==> config.mk <==
export PLATFORM = sky130hd
export DESIGN_NAME = layer_act_collect
export DESIGN_NICKNAME = d
export VERILOG_FILES = /design/src/rtl/layer_act_collect.sv
export SDC_FILE = /design/constraint.sdc
export NUM_CORES = 1
export LEC_CHECK = 0
export CORE_MARGIN = 3
export CORE_UTILIZATION = 50
export CTS_CLUSTER_DIAMETER = 100
export CTS_CLUSTER_SIZE = 30
export DETAILED_ROUTE_END_ITERATION = 8
export HOLD_SLACK_MARGIN = 0.05
export PLACE_DENSITY = 0.7
export RECOVER_POWER = 100
export SKIP_LAST_GASP = 1
export SLEW_MARGIN = 20
export SYNTH_ARGS = -nofsm -noshare
export SYNTH_HDL_FRONTEND = slang
export SYNTH_SLANG_ARGS = --single-unit
==> constraint.sdc <==
create_clock -name clk -period 5.4 [get_ports clk]
set_input_delay 0.54 -clock clk [delete_from_list [all_inputs] [get_ports clk]]
set_output_delay 0.54 -clock clk [all_outputs]
set_load 0.05 [all_outputs]
==> src/rtl/layer_act_collect.sv <==
// Requantizes accumulator results and packs N_OUT of them into ping-pong vector banks.
// Vector valid the cycle after its last accept; in_ready drops only when both banks are full.
module layer_act_collect #(
  parameter int N_OUT   = 16,
  parameter int ACC_W   = 32,
  parameter int DW      = 16,
  parameter int SHIFT   = 8,
  parameter int RELU_EN = 1
) (
  input  logic                  clk,
  input  logic                  rst_n,
  input  logic                  in_valid,
  output logic                  in_ready,
  input  logic [ACC_W-1:0]      in_acc,
  input  logic                  flush,
  output logic                  out_valid,
  input  logic                  out_ready,
  output logic [N_OUT*DW-1:0]   out_vec,
  output logic                  out_sat
);

  localparam int IW     = $clog2(N_OUT);
  localparam int RND_SH = (SHIFT > 0) ? SHIFT - 1 : 0;
  localparam logic signed [ACC_W:0] RND  = (SHIFT > 0) ? ((ACC_W+1)'(1) << RND_SH) : '0;
  localparam logic signed [ACC_W:0] MAXV = {{(ACC_W+2-DW){1'b0}}, {(DW-1){1'b1}}};
  localparam logic signed [ACC_W:0] MINV = {{(ACC_W+2-DW){1'b1}}, {(DW-1){1'b0}}};

  logic [IW-1:0]        wr_idx_q, wr_idx_d;
  logic                 wr_bank_q, wr_bank_d;
  logic                 rd_bank_q, rd_bank_d;
  logic [1:0]           full_q, full_d;
  logic [1:0]           sat_q, sat_d;
  logic [N_OUT*DW-1:0]  bank_q [2];

  logic signed [ACC_W:0] acc_ext, r_val, q_val, q_relu;
  logic [DW-1:0]         elem;
  logic                  elem_sat;
  logic                  accept, drain;

  // One extra bit of headroom so the rounding add cannot overflow.
  always_comb begin
    acc_ext  = {in_acc[ACC_W-1], in_acc};
    r_val    = acc_ext + RND;
    q_val    = r_val >>> SHIFT;
    q_relu   = ((RELU_EN != 0) && (q_val < 0)) ? '0 : q_val;
    elem     = q_relu[DW-1:0];
    elem_sat = 1'b0;
    if (q_relu > MAXV) begin
      elem     = MAXV[DW-1:0];
      elem_sat = 1'b1;
    end else if (q_relu < MINV) begin
      elem     = MINV[DW-1:0];
      elem_sat = 1'b1;
    end
  end

  assign in_ready  = !full_q[wr_bank_q];
  assign out_valid = full_q[rd_bank_q];
  assign out_vec   = bank_q[rd_bank_q];
  assign out_sat   = sat_q[rd_bank_q];

  assign accept = in_valid && in_ready && !flush;
  assign drain  = out_valid && out_ready;

  always_comb begin
    wr_idx_d  = wr_idx_q;
    wr_bank_d = wr_bank_q;
    rd_bank_d = rd_bank_q;
    full_d    = full_q;
    sat_d     = sat_q;
    if (flush) begin
      wr_idx_d = '0;
      // A full bank under the write pointer is waiting to drain; leave its flag alone.
      if (!full_q[wr_bank_q]) sat_d[wr_bank_q] = 1'b0;
    end else if (accept) begin
      sat_d[wr_bank_q] = sat_q[wr_bank_q] | elem_sat;
      if (wr_idx_q == IW'(N_OUT - 1)) begin
        full_d[wr_bank_q] = 1'b1;
        wr_bank_d         = ~wr_bank_q;
        wr_idx_d          = '0;
      end else begin
        wr_idx_d = IW'(wr_idx_q + 1'b1);
      end
    end
    if (drain) begin
      full_d[rd_bank_q] = 1'b0;
      sat_d[rd_bank_q]  = 1'b0;
      rd_bank_d         = ~rd_bank_q;
    end
  end

  always_ff @(posedge clk or negedge rst_n) begin
    if (!rst_n) begin
      wr_idx_q  <= '0;
      wr_bank_q <= 1'b0;
      rd_bank_q <= 1'b0;
      full_q    <= '0;
      sat_q     <= '0;
    end else begin
      wr_idx_q  <= wr_idx_d;
      wr_bank_q <= wr_bank_d;
      rd_bank_q <= rd_bank_d;
      full_q    <= full_d;
      sat_q     <= sat_d;
    end
  end

  always_ff @(posedge clk or negedge rst_n) begin
    if (!rst_n) begin
      bank_q[0] <= '0;
      bank_q[1] <= '0;
    end else if (accept) begin
      bank_q[wr_bank_q][wr_idx_q*DW +: DW] <= elem;
    end
  end

endmodule

==> impl_metrics.ini <==
[logic_synthesis]
synth_top_area_cell = dfrtp_1
syn_nets = 2245
synthArstFlopShare_pct = 100
avgSynthCellArea_um2 = 10.7
yosysTopAreaCellShare_pct = 55.6
yosys-top-cells-count = dfrtp_1 (522), o21ai_0 (445), nand2_1 (289), mux2_2 (258), o21ai_1 (250)
syn_inst = 2202
yosys_register_bits = 522
synth_area_um2 = 23500
synth.distinct_cells = 56
ys_warn_count = 0
seq_area_frac_synth_pct = 55.6
synth_edf_count = 0
ys.flop_type = dfrtp_1
yosysMostFrequentCell = dfrtp_1
synth_area_leaders = dfrtp_1 (56%), mux2_2 (12%), o21ai_0 (9.5%), o21ai_1 (5.3%), nand2_1 (4.6%)

[critical_path]
critPathLaunch = in_acc[10]
required_ps = 5770
startpoint_type = primary input
worst-path-max-fanout = 32
r2r_slack_ps = 1030
critical_path_arrival_ps = 5030
r2r-start = wr_bank_q
cp_slowest_stage_delay_ps = 1470
crit_path_cell_trace = dlygate4sd3_1 > nand4_1 > or3_1 > nor4_1 > o22ai_4 > nor4_1 > clkbuf_1 > o21ai_0
worst-setup-path-type = primary input to flop
crit_path_end_kind = flop
slowest_stage = clkbuf_1
cpMostUsedCell = nor4_1

[clock_tree]
clock_latency_ps = 580
clkTransAtPathRegs_ps = 110
cts_tree = yes
cts_setup_buffers = 0
cts_hold_buffers = 1
numCtsBuffers = 21
root_buffer = clkbuf_16
h-tree-depth = 1
cts.sinks = 522
clockBufferDepth = 3
cts_resized = 0

[timing]
hold_viol = 0
worstMarginPinSlew_ps = 3780
maxSlewViolCount = 361
period_minus_slack_ps = 4660
slew-limit-headroom_pct = -152
skew_ps = 33.2
timing.final.crit_share_pct = 86.4
setup_tns_ps = 0
setup_viol = 0
max_freq_mhz = 214
final.setup.worst_slack_ps = 737
holdWs_ps = 482
rsz0062_at_grt = false

[global_routing]
grt_pass1_vias = 17343
grt_pass1_wl_um = 103000
grt_use_total_pct = 26.1
grt_overflow = 0
grt_max_degree = 177
antenna_found_initial = 2

[routing]
drt-initial-drc-count = 1571
post-route-drc-count = 0
avgViaCountPerCell = 5.94
drtAntennaViolNets = 0
wirelength_um = 66100
first_pass_iters = 5
wire_per_inst_um = 22.3
num_vias = 17562

[floorplan]
core_um2 = 45900
die-area_um2 = 49600
row_count = 78
fp.dieW_um = 223
start_util_pct = 51.2
pin_count = 296
die_h_um = 223

[worst_hold_path]
hold_path_startpoint = bank_q[13]
min_path_type = flop to flop

[final_layout]
final_nets = 2397
n_fill_cell = 3913
syn_to_final_growth_pct = 13.9
n_antenna_cell = 0
layout-drive-gt1-share_pct = 14.1

[power]
peakVddDrop_v = 0.000262
powerDensity_nw_per_um2 = 243
p_leak_nw = 12.8

[placement]
dp_slack_ps = 1190
dp_hpwl_um = 41600
place_congestion = 0.844
port_buffers = 288

[flow_run]
cap_violations = 10

[run_status]
status = finished, violations left
violations = capacitance limit, slew limit
==> logic make-up after synthesis <==
kind of cell    after synthesis  share of synthesized area (%)
mux                         259                           12.4
simple gates                445                           9.75
xor+xnor                     17                          0.634
flops                       522                           55.6
compound gates              751                           17.0
fa+ha+maj                     6                          0.320
buf+inv                     202                           4.30
==> layer usage <==
metal	vias to the layer above	track usage [%]	wire length (µm)
met1	9009	36.6	28400
met4	4	7.67	1920
li1	7926	-	-
met3	84	3.16	3460
met5	-	0	22
met2	539	43.1	32300
==> layout by cell type (no fill, tap or decap), types with 8 or more instances in the layout <==
cell type / synthesis / layout
xnor2_1: 11 / 11
nor4_1: 2 / 11
o21a_1: 10 / 10
o21ai_0: 445 / 696
nand4_1: 7 / 8
inv_1: 8 / 8
clkbuf_16: 0 / 21
and2_1: 20 / 13
dlygate4sd3_1: 0 / 259
o21ai_1: 250 / 23
clkbuf_1: 157 / 20
clkdlybuf4s50_1: 0 / 29
mux2_2: 258 / 258
nor2b_1: 9 / 9
nand2_1: 289 / 284
nor2_1: 33 / 33
or3_1: 6 / 8
dfrtp_1: 522 / 521
nand3_1: 19 / 19
==> registers in the layout, summed over array words and instances (netlist names) <==
| register | cells |
|---|---|
| wr_idx_q | 4 |
| full_q | 2 |
| wr_bank_q | 1 |
| sat_q | 2 |
| rd_bank_q | 1 |
| bank_q | 512 |
==> critical path, delay by kind of cell <==
kind / cells / cell delay [ps]
simple gates: 4 / 1720
buf+inv: 2 / 2090
compound gates: 2 / 650
==> stage by stage <==
step	utilization, %	cell area (µm²)	total power [mW]	cells
2_1_floorplan	-	23500	4.43	2202
3_3_place_gp	57.8	26500	4.69	2930
3_5_place_dp	57.8	26500	4.70	2930
4_1_cts	59.0	27100	6.59	2957
5_1_grt	58.3	26800	6.72	2957
6_report	58.3	26800	6.51	2957
==> layout make-up <==
| class | count | area (µm²) | area share (%) |
|---|---|---|---|
| flip-flops and latches | 522 | 13100 | 48.8 |
| multi-input cells | 1478 | 9200 | 34.4 |
| repair buffers | 323 | 3140 | 11.7 |
| well taps | 600 | 751 | 2.81 |
| clock buffers | 22 | 529 | 1.98 |
| clock inverters | 4 | 35.0 | 0.131 |
| inverters | 8 | 30.0 | 0.112 |
==> power breakdown <==
part           switching, mW  total, mW  internal [mW]
sequential            0.0294       3.99           3.96
clock                   1.19       1.92          0.723
combinational          0.430      0.601          0.171
total                   1.65       6.51           4.85
==> final timing paths <==
path / cells after the start / endpoint
max: 8 / bank_q[66]
min: 2 / bank_q[13]
max reg2reg: 5 / bank_q[276]
min reg2reg: 2 / bank_q[13]
max in group asynchronous: 3 / bank_q[151]
min in group asynchronous: 2 / bank_q[279]
Note: power is estimated with default switching activity, not from simulation.
